===== src/rtl/uart_tx_arbiter.sv =====
// Round-robin scheduler sharing one UART transmitter among N_REQ byte
// producers. Each requester parks one byte in a private holding register;
// the arbiter launches the transmitter for one pending byte at a time, holds
// the byte stable for the whole frame and releases on done or on watchdog
// expiry.
module uart_tx_arbiter #(
    parameter  int N_REQ  = 4,
    parameter  int W_DATA = 8,
    parameter  int W_TMO  = 24,
    localparam int W_ID   = $clog2(N_REQ)
) (
    input  logic                      clk,
    input  logic                      rst_n,
    input  logic [N_REQ-1:0]          req_valid,
    input  logic [N_REQ*W_DATA-1:0]   req_data,
    output logic [N_REQ-1:0]          req_ready,
    input  logic [W_TMO-1:0]          tmo_limit,
    output logic                      tx_start,
    output logic [W_DATA-1:0]         tx_din,
    input  logic                      tx_done,
    output logic [W_ID-1:0]           grant_id,
    output logic                      busy,
    output logic                      sent,
    output logic                      tmo_err
);

    typedef enum logic [1:0] {
        ST_IDLE    = 2'd0,
        ST_LAUNCH  = 2'd1,
        ST_WAIT    = 2'd2,
        ST_RELEASE = 2'd3
    } state_t;

    state_t              state_q, state_d;
    logic [W_ID-1:0]     grant_id_q, grant_id_d;
    logic [W_ID-1:0]     last_grant_q, last_grant_d;
    logic [W_DATA-1:0]   tx_din_q, tx_din_d;
    logic [W_TMO-1:0]    cnt_q, cnt_d;
    logic                tx_start_q, tx_start_d;
    logic                sent_q, sent_d;
    logic                tmo_err_q, tmo_err_d;
    logic [N_REQ-1:0]    pending_q, pending_d;
    logic [W_DATA-1:0]   hold_q [N_REQ];
    logic [W_DATA-1:0]   hold_d [N_REQ];

    logic [W_ID-1:0]     sel_s;
    logic                sel_found_s;
    logic                tmo_hit_s;

    // Round-robin pick: first pending index after the last grant, wrapping.
    always_comb begin
        int unsigned idx_s;
        idx_s       = 0;
        sel_s       = '0;
        sel_found_s = 1'b0;
        for (int k = 1; k <= N_REQ; k++) begin
            idx_s = (int'(last_grant_q) + k) % N_REQ;
            if (!sel_found_s && pending_q[W_ID'(idx_s)]) begin
                sel_found_s = 1'b1;
                sel_s       = W_ID'(idx_s);
            end else begin
                sel_found_s = sel_found_s;
            end
        end
    end

    // Holding registers: capture on handshake, drop the granted slot on release.
    always_comb begin
        pending_d = pending_q;
        for (int i = 0; i < N_REQ; i++) begin
            if (req_valid[i] && !pending_q[i]) begin
                pending_d[i] = 1'b1;
                hold_d[i]    = req_data[i*W_DATA +: W_DATA];
            end else begin
                hold_d[i]    = hold_q[i];
            end
        end
        if (state_q == ST_RELEASE) begin
            pending_d[grant_id_q] = 1'b0;
        end else begin
            pending_d = pending_d;
        end
    end

    // Watchdog expiry: only armed when the limit is non-zero, limit read live.
    always_comb begin
        if (tmo_limit != '0) begin
            tmo_hit_s = (cnt_q == (tmo_limit - W_TMO'(1'b1)));
        end else begin
            tmo_hit_s = 1'b0;
        end
    end

    // Grant FSM next-state and registered-output staging.
    always_comb begin
        state_d      = state_q;
        grant_id_d   = grant_id_q;
        last_grant_d = last_grant_q;
        tx_din_d     = tx_din_q;
        cnt_d        = cnt_q;
        tx_start_d   = 1'b0;
        sent_d       = 1'b0;
        tmo_err_d    = 1'b0;
        case (state_q)
            ST_IDLE: begin
                if (sel_found_s) begin
                    state_d    = ST_LAUNCH;
                    grant_id_d = sel_s;
                    tx_din_d   = hold_q[sel_s];
                    tx_start_d = 1'b1;
                end else begin
                    state_d    = ST_IDLE;
                end
            end
            ST_LAUNCH: begin
                cnt_d   = '0;
                state_d = ST_WAIT;
            end
            ST_WAIT: begin
                // done beats a simultaneous watchdog expiry
                if (tx_done) begin
                    state_d = ST_RELEASE;
                    sent_d  = 1'b1;
                end else if (tmo_hit_s) begin
                    state_d   = ST_RELEASE;
                    tmo_err_d = 1'b1;
                end else begin
                    cnt_d = cnt_q + W_TMO'(1'b1);
                end
            end
            ST_RELEASE: begin
                last_grant_d = grant_id_q;
                state_d      = ST_IDLE;
            end
            default: begin
                state_d = ST_IDLE;
            end
        endcase
    end

    // State and datapath registers; reset discards any in-flight byte.
    always_ff @(posedge clk or negedge rst_n) begin
        if (!rst_n) begin
            state_q      <= ST_IDLE;
            grant_id_q   <= '0;
            last_grant_q <= W_ID'(N_REQ - 1);
            tx_din_q     <= '0;
            cnt_q        <= '0;
            tx_start_q   <= 1'b0;
            sent_q       <= 1'b0;
            tmo_err_q    <= 1'b0;
            pending_q    <= '0;
            for (int i = 0; i < N_REQ; i++) begin
                hold_q[i] <= '0;
            end
        end else begin
            state_q      <= state_d;
            grant_id_q   <= grant_id_d;
            last_grant_q <= last_grant_d;
            tx_din_q     <= tx_din_d;
            cnt_q        <= cnt_d;
            tx_start_q   <= tx_start_d;
            sent_q       <= sent_d;
            tmo_err_q    <= tmo_err_d;
            pending_q    <= pending_d;
            for (int i = 0; i < N_REQ; i++) begin
                hold_q[i] <= hold_d[i];
            end
        end
    end

    assign req_ready = ~pending_q;
    assign busy      = (state_q != ST_IDLE);
    assign tx_start  = tx_start_q;
    assign tx_din    = tx_din_q;
    assign grant_id  = grant_id_q;
    assign sent      = sent_q;
    assign tmo_err   = tmo_err_q;

endmodule

===== config.mk =====
export PLATFORM = sky130hd
export DESIGN_NAME = uart_tx_arbiter
export DESIGN_NICKNAME = d
export VERILOG_FILES = /design/src/rtl/uart_tx_arbiter.sv
export SDC_FILE = /design/constraint.sdc
export NUM_CORES = 1
export LEC_CHECK = 0
export CAP_MARGIN = 15
export CORE_AREA = 2 2 118 120
export CTS_BUF_LIST = sky130_fd_sc_hd__clkbuf_16
export CTS_CLUSTER_SIZE = 25
export DETAILED_ROUTE_END_ITERATION = 10
export DIE_AREA = 0 0 120 122
export HOLD_SLACK_MARGIN = 0.15
export SETUP_SLACK_MARGIN = 0.5
export SLEW_MARGIN = 25
export SYNTH_ARGS = -nofsm -noshare
export SYNTH_HDL_FRONTEND = slang
export SYNTH_SLANG_ARGS = --single-unit

===== constraint.sdc =====
create_clock -name clk -period 2.7 [get_ports clk]
set_clock_uncertainty 0.05 [all_clocks]
set_input_delay 0.27 -clock clk [delete_from_list [all_inputs] [get_ports clk]]
set_output_delay 0.27 -clock clk [all_outputs]
set_load 0.05 [all_outputs]

==> metrics.md, run 1 <==
| Metric | Value |
|---|---|
| HPWL Detailed | roughly 9900 microns |
| Row count | 43 |
| Compound-Gate Fraction of Synth Area | ~14% |
| Synth Area in Adders | 2.11% |
| Share of layout cells above drive strength 1 | between 30% and 40% |
| Core Area | around 14000 sq um |
| Top cells by area, synth | dfrtp_1, mux2_2, xnor2_1 |
| Vias in the first global route | about 4.3k |
| Reg power frac | about a third |
| Count of nets after finishing | 714 |
| Finished Layout Cells | between 800 and 900 |
| Crit-path cells | buf_8, or4_4, or4_4, buf_4, a211oi_2, nand4_1, a2111o_1, o21ai_4, buf_6, o211ai_1, o21ai_1 |
| Post-synth EDFFs | 0 |
| Inst Count DP | a little under 800 |
| Die height | approximately 120 microns |
| Post-placement cell area | about 6300 sq um |
| Core Util, Final | 52.1% |
| Final Cycle Share | 101% |
| Placement Setup Slack | -744 ps |
| Share of the yosys chip area belonging to registers | between 40% and 50% |
| CTS sink count | between 70 and 80 |
| Largest net degree at the start of global routing | 78 |
| Leakage | 2.88 nW |
| Final hold slack | approximately 450 ps |
| Count of final setup violators | 8 |
| Filler cells | between 1k and 1.5k |
| Routed len/inst | 16.6 microns |
| Final critical-path required period | around 2700 ps |
| Xor-xnor portion of the synthesized cell area | about 6.3% |
| Pwr/cell area | approximately 780 nW/um^2 |
| Tightest Hold Check Type | reg -> reg |
| Clk root buf | clkbuf_16 |
| Worst-path fanout max | 8 |
| Final Instance Area | roughly 7000 sq um |
| Worst-path clk slew | 60 ps |
| CP required | roughly 2900 ps |
| Run status | finished with violations |
| Power Total | roughly 5.5 mW |
| Synth warn | 0 |
| DR pass1 iterations | 4 |
| Clock Power Share | 21.4% |
| Yosys top cell area share | between 30% and 40% |
| Failing checks | setup timing |
| Cell-internal power | roughly 3.4 mW |
| Top Family by Delay on Critical Path | simple AND/OR/NAND/NOR gates |
| Comb power frac | between 40% and 50% |
| Max clock buf depth | 2 |
| Largest family of logic cells by synthesized area | simple AND/OR/NAND/NOR gates |
| Clk Latency, worst-skew pair | ~330 ps |
| CP arrival | 2920 ps |
| Critical path class | in -> reg |
| Synth Register Bits | 77 |
| Area grow syn2layout | 48.1% |
| Yosys cell types | 58 |
| Max-slew violations | 0 |
| Main synth FF type | dfrtp_1 |
| Max cap viols | 0 |
| CTS tree | yes |
| Via count | roughly 4.4k |
| Synthesized area | around 4800 sq um |
| Drt drc | 0 |
| Worst path slowest cell | or4_4 |
| Post-DRT Antenna Nets | 0 |
| # diodes | 0 |
| Leading area contributor after synthesis | dfrtp_1 |
| Syn Nets | between 500 and 600 |
| Final Hold Fails | 0 |
| Net Switching | around 2.1 mW |
| Most frequent cell on the critical path | or4_4 |
| Buffers added on ports | 80 |
| Num ports | 81 |
| First-pass GRT wire length | 21800 microns |
| Final GP Congestion | 0.884 |
| Global Route Usage Sum | a little under a fifth |
| Maximum VDD drop | around 0.64 mV |
| Die width | around 120 microns |
| Die area | 14600 sq um |
| Drt first-iter violations | 290 |
| FFs w/ async S/R, synth | between 90% and 100% |
| Setup TNS | -70.3 ps |
| Routed WL | 13700 microns |
| CTS H-tree depth | 3 |
| Inserted Clock Buffers | 9 |
| Overflow after GRT | 0 |
| Cell count after synthesis | between 400 and 500 |
| Worst slew margin | between 50% and 60% |
| Post-synthesis mux area share | 12.7% |
| Largest incremental delay on the critical path | 570 ps |
| RSZ-0062 raised after global routing | yes |
| Initial Utilization | between 30% and 40% |
| Slew @ Worst Pin | 720 ps |
| Drt via density | 5.29 |
| CP bufs+invs | 3 |
| Initial antenna violation count | 0 |
| Fmax | ~370 MHz |
| Crit start category | input pin |
| Post-synthesis simple-gate area fraction | about a fifth |
| CP Capture Type | register |
| Switching Fraction | about 39% |
| Worst Slack Setup Final | -14.8 ps |
| Syn Area/Cell | just under 10 sq um |
[power by group through the flow]
| stage | clock (mW) | combinational [mW] | sequential, mW |
|---|---|---|---|
| 6_report | 1.18 | 2.45 | 1.87 |
| 5_1_grt | 1.27 | 2.67 | 1.92 |
| 4_1_cts | 1.21 | 2.44 | 1.86 |
| 3_5_place_dp | 0 | 2.42 | 1.88 |
| 3_3_place_gp | 0 | 2.37 | 1.86 |
| 2_1_floorplan | 0 | 1.39 | 2.07 |
[cell families (layout without fill, tap and decap cells)]
logic type / Yosys count / after routing
buffers and inverters: 44 / 214
xor gates and xnor gates: 34 / 34
AOI/OAI and AO/OA: 96 / 96
adders and majority gates: 8 / 8
muxes: 55 / 55
and+or+nand+nor: 164 / 164
DFF: 77 / 77
[worst reg2reg max path, delay by kind of cell, from the launching register on]
family	cells	cell delay [ps]
compound gates	5	1010
simple gates	2	570
flops	1	450
buf+inv	2	310
xor+xnor	1	220
[per-layer routing]
metal  global-route usage [%]  vias to the layer above  routed length [microns]
met1                     25.0                     2196                     6130
met5                        0                        -                        0
met2                     31.5                       79                     6940
met3                     4.40                       14                      518
li1                         -                     2087                        -
met4                     3.68                        0                      125
[sequential cells by signal, summed over array words and instances (netlist names), 2 cells and up]
register	flops
cnt_q	24
grant_id	2
hold_q	32
last_grant_q	2
pending_q	4
state_q	2
tx_din	8
[synthesized netlist by cell type (7+ instances only)]
cell,count
a21oi_1,10
xor2_1,14
dfrtp_1,75
clkbuf_1,16
o21ai_0,29
or3_1,7
mux2_2,41
nand2_1,45
xnor2_1,20
nor3_1,14
mux2i_1,14
or4_1,10
inv_1,20
nor4_1,10
o31ai_1,14
nand4_1,13
ha_1,8
nor2_1,14
nand3_1,18
[placed cells by master (no fill, tap or decap), types with 3 or more instances in the layout]
master / Yosys / routed
o21ai_1: 2 / 5
nand4_1: 13 / 13
o221ai_1: 4 / 3
xor2_1: 14 / 14
ha_1: 8 / 7
or3_1: 7 / 4
xnor2_1: 20 / 17
nor3_2: 0 / 5
or4_1: 10 / 3
a21oi_1: 10 / 5
inv_1: 20 / 19
o21ai_2: 4 / 4
clkbuf_16: 0 / 10
dfrtp_1: 75 / 72
a21oi_2: 6 / 11
clkdlybuf4s50_1: 0 / 59
o31ai_1: 14 / 8
nor4_4: 2 / 4
and3_1: 3 / 3
nand2b_1: 5 / 5
mux2_2: 41 / 41
buf_2: 1 / 10
nand3_1: 18 / 16
a211oi_1: 4 / 3
and2_1: 4 / 4
mux2i_1: 14 / 13
o21ai_0: 29 / 25
o211ai_1: 6 / 6
nand2_1: 45 / 44
or4_4: 2 / 9
nor4_1: 10 / 7
buf_6: 4 / 18
nor3_1: 14 / 9
nor2_1: 14 / 12
or3_4: 0 / 3
dfrtp_2: 0 / 3
nor2b_1: 6 / 6
o31ai_2: 0 / 5
buf_4: 2 / 82
[cell type report]
type	count	area [sq um]	share of cell area (%)
well taps	180	225	3.20
multi-input cells	357	2910	41.3
clock inverters	7	66.3	0.942
flip-flops and latches	77	1930	27.5
repair buffers	178	1600	22.8
inverters	20	75.1	1.07
clock buffers	9	225	3.20
[what timing repair did]
item / 4_1_cts / 5_1_grt
hold buffers: 1 / 0
buffers inserted: 12 / 6
cloned: 2 / 1
pin swaps: 35 / 26
gates resized for setup: 110 / 50
setup endpoints to repair: 28 / 29
hold endpoints to repair: 75 / 0
[final timing paths]
path | endpoint | cells after the start | startpoint | slack [ps]
worst max register to register | state_q[0] | 10 | cnt_q[17] | 30
min in group asynchronous | cnt_q[21] | 2 | rst_n | 490
max in group asynchronous | cnt_q[7] | 2 | rst_n | 1600
worst min-delay path | tx_din[7] | 2 | tx_din[7] | 450
worst max-delay path | state_q[0] | 11 | tmo_limit[1] | -10
worst min register to register | tx_din[7] | 2 | tx_din[7] | 450
(Power assumes the default switching activity.)
==> run 2: changes to the inputs <==
--- a/config.mk
+++ b/config.mk
@@ -6,14 +6,15 @@
 export NUM_CORES = 1
 export LEC_CHECK = 0
 export CAP_MARGIN = 15
-export CORE_AREA = 2 2 118 120
+export CORE_AREA = 10 10 126 128
 export CTS_BUF_LIST = sky130_fd_sc_hd__clkbuf_16
 export CTS_CLUSTER_SIZE = 25
 export DETAILED_ROUTE_END_ITERATION = 10
-export DIE_AREA = 0 0 120 122
+export DIE_AREA = 0 0 136 138
 export HOLD_SLACK_MARGIN = 0.15
 export SETUP_SLACK_MARGIN = 0.5
 export SLEW_MARGIN = 25
 export SYNTH_ARGS = -nofsm -noshare
 export SYNTH_HDL_FRONTEND = slang
 export SYNTH_SLANG_ARGS = --single-unit
+export TNS_END_PERCENT = 20
==> constraint.sdc (replaced) <==
create_clock -name clk -period 2.3 [get_ports clk]
set_clock_uncertainty 0.05 [all_clocks]
set_input_delay 0.23 -clock clk [delete_from_list [all_inputs] [get_ports clk]]
set_output_delay 0.23 -clock clk [all_outputs]
set_load 0.05 [all_outputs]
==> metrics.md, run 2 (synthesis results as in run 1) <==
| Metric | Value |
|---|---|
| Drt drc | 0 (unchanged) |
| HPWL Detailed | 10800 microns (+8.6%) |
| CP required | 2470 ps (-440 ps) |
| Placement Setup Slack | -1130 ps (-390 ps) |
| CP Launch Point | tmo_limit[3] |
| Overflow after GRT | 0 (unchanged) |
| Post-placement cell area | 6480 sq um (+3.5%) |
| Run status | finished with violations |
| Maximum VDD drop | 1.07 mV (+69%) |
| Clk root buf | clkbuf_16 |
| Row count | 43 (unchanged) |
| Global Route Usage Sum | 15.2% (-3.6 points) |
| Largest net degree at the start of global routing | 40 (-49%) |
| Final Cycle Share | 120% |
| Max-slew violations | 0 (unchanged) |
| Most frequent cells in the layout | buf_4, dfrtp_1, clkdlybuf4s50_1 |
| Fmax | roughly 360 MHz |
| Most common cell after layout, fill and taps aside | buf_4 |
| Failing checks | setup timing |
| Worst flop-to-flop path startpoint | cnt_q[17] |
| # diodes | 0 (unchanged) |
| Critical path depth | 12 (+1) |
| Vias in the first global route | 4582 (+6.3%) |
| Core Util, Final | 53.9% (+1.8 points) |
| CTS tree | yes |
| Max cap viols | 0 (unchanged) |
| Largest incremental delay on the critical path | 570 ps (about the same) |
| Count of nets after finishing | 734 (+2.8%) |
| Clk Latency, worst-skew pair | 340 ps (about the same) |
| Worst slew margin | 62.9% (+11 points) |
| Tightest Hold Check Type | in -> async |
| Multi-input logic area | 3010 sq um (+3.5%) |
| Initial antenna violation count | 0 (unchanged) |
| Reg2reg path depth | 11 (+1) |
| Setup TNS | -10020 ps (-9950 ps) |
| Via count | 4353 (-0.53%) |
| Register area | 1930 sq um (-0.13%) |
| Post-DRT Antenna Nets | 0 (unchanged) |
| Die height | 138 microns (+13%) |
| Worst-path fanout max | 6 (-2) |
| Filler cells | 1237 (+4.4%) |
| R2r setup slk | -410 ps (-440 ps) |
| First-pass GRT wire length | 23200 microns (+6.5%) |
| Slew @ Worst Pin | 556 ps (-163 ps) |
| DR pass1 iterations | 5 (+1) |
| Max clock buf depth | 2 (unchanged) |
| RSZ-0062 raised after global routing | yes |
| Final Hold Fails | 0 (unchanged) |
| Share of layout cells above drive strength 1 | 42.2% (+4.1 points) |
| CTS H-tree depth | 3 (unchanged) |
| Critical path class | in -> reg |
| Final critical-path required period | between 2000 and 3000 ps |
| Top reg by flops | hold_q |
| CP Capture Type | register |
| Drt via density | 5.13 (-2.9%) |
| Worst Slack Setup Final | -457 ps (-442 ps) |
| Pwr/cell area | 936 nW/um^2 (+20%) |
| Die width | 136 microns (+13%) |
| CTS sink count | 77 (unchanged) |
| Leakage | 3.08 nW (+7.1%) |
| Largest register FFs | 32 (unchanged) |
| CP bufs+invs | 4 (+1) |
| Drt first-iter violations | 208 (-28%) |
| Crit-path cells | buf_6, or4_4, or4_4, a211oi_2, nand2_1, nand4b_4, a2111oi_4, buf_6, buf_12, buf_4, or3_1, a21oi_2 |
| Routed len/inst | 17.2 microns (+3.8%) |
| Buffers added on ports | 80 (unchanged) |
| Crit start category | input pin |
| Area grow syn2layout | 53.2% |
| Die area | 18800 sq um (+28%) |
| Final Instance Area | 7280 sq um (+3.5%) |
| Num ports | 81 (unchanged) |
| Worst Setup EP | cnt_q[20] |
| Inserted Clock Buffers | 9 (unchanged) |
| Count of final setup violators | 27 (+19) |
| Core Area | 13500 sq um (unchanged) |
| Routed WL | 14600 microns (+6.3%) |
| Worst path slowest cell | or4_4 |
| CP arrival | 2930 ps (about the same) |
| Top Family by Delay on Critical Path | simple AND/OR/NAND/NOR gates |
| Initial Utilization | 35.2% (unchanged) |
| Worst-path clk slew | 60 ps (about the same) |
| Worst r2r dst | cnt_q[20] |
| Final GP Congestion | 0.858 (-2.9%) |
-- run 2: changes by cell type in the layout (fill, tap and decap cells not counted), sizes merged --
cell           before  now
clkinvlp            1    0
bufinv              1    0
dlymetal6s2s        0    2
clkinv              3    4
inv                22   23
dlygate4sd2         1   15
clkdlybuf4s15       2    3
clkdlybuf4s50      59   44
buf               114  129
clkbuf             10   13
-- run 2: metrics by stage --
step / hold slack (ps) / power [mW] / instances
after floorplan: -116 / 4.05 / 478
after global placement: 200 / 5.11 / 817
after detailed placement: 204 / 5.19 / 817
after CTS: 380 / 6.73 / 842
after global routing: 408 / 7.25 / 848
final: 373 / 6.81 / 848
-- run 2: timing repair --
item,CTS,global route
gates resized for setup,150,53
endpoints found under the setup margin,48,38
cloned,2,1
hold endpoints to repair,37,0
hold buffers,1,0
pin swaps,36,43
buffers inserted,6,5
-- run 2: how the worst min path moves through the flow --
stage | from | end | slack (ps) | cells after the start
final | rst_n | hold_q[20] | 370 | 2
after global routing | rst_n | hold_q[22] | 410 | 2
after CTS | rst_n | tx_start | 380 | 2
after detailed placement | rst_n | tx_start | 200 | 1
after global placement | rst_n | tx_start | 200 | 1
after floorplan | rst_n | cnt_q[0] | -120 | 0
-- run 2: layout make-up --
type                            instances  share of cell area (%)
Multi-Input combinational cell        357                    41.4
Inverter                               20                    1.03
Clock inverter                          7                   0.773
Sequential cell                        77                    26.5
Tap cell                              180                    3.09
Timing Repair Buffer                  198                    24.1
Clock buffer                            9                    3.09
-- run 2: power breakdown --
part / internal, mW / leakage [nW] / total [mW] / switching (mW)
logic: 1.47 / 1.98 / 3.29 / 1.82
clock network: 0.745 / 0.142 / 1.34 / 0.593
registers: 1.84 / 0.960 / 2.18 / 0.338
-- run 2: metal layers --
layer | vias up | track usage, % | part of all wire [%]
li1 | 2126 | - | -
met1 | 2087 | 18.4 | 43
met2 | 119 | 25.2 | 49
met3 | 21 | 4.17 | 5.8
met4 | 0 | 5.05 | 2.0
met5 | - | 0 | 0
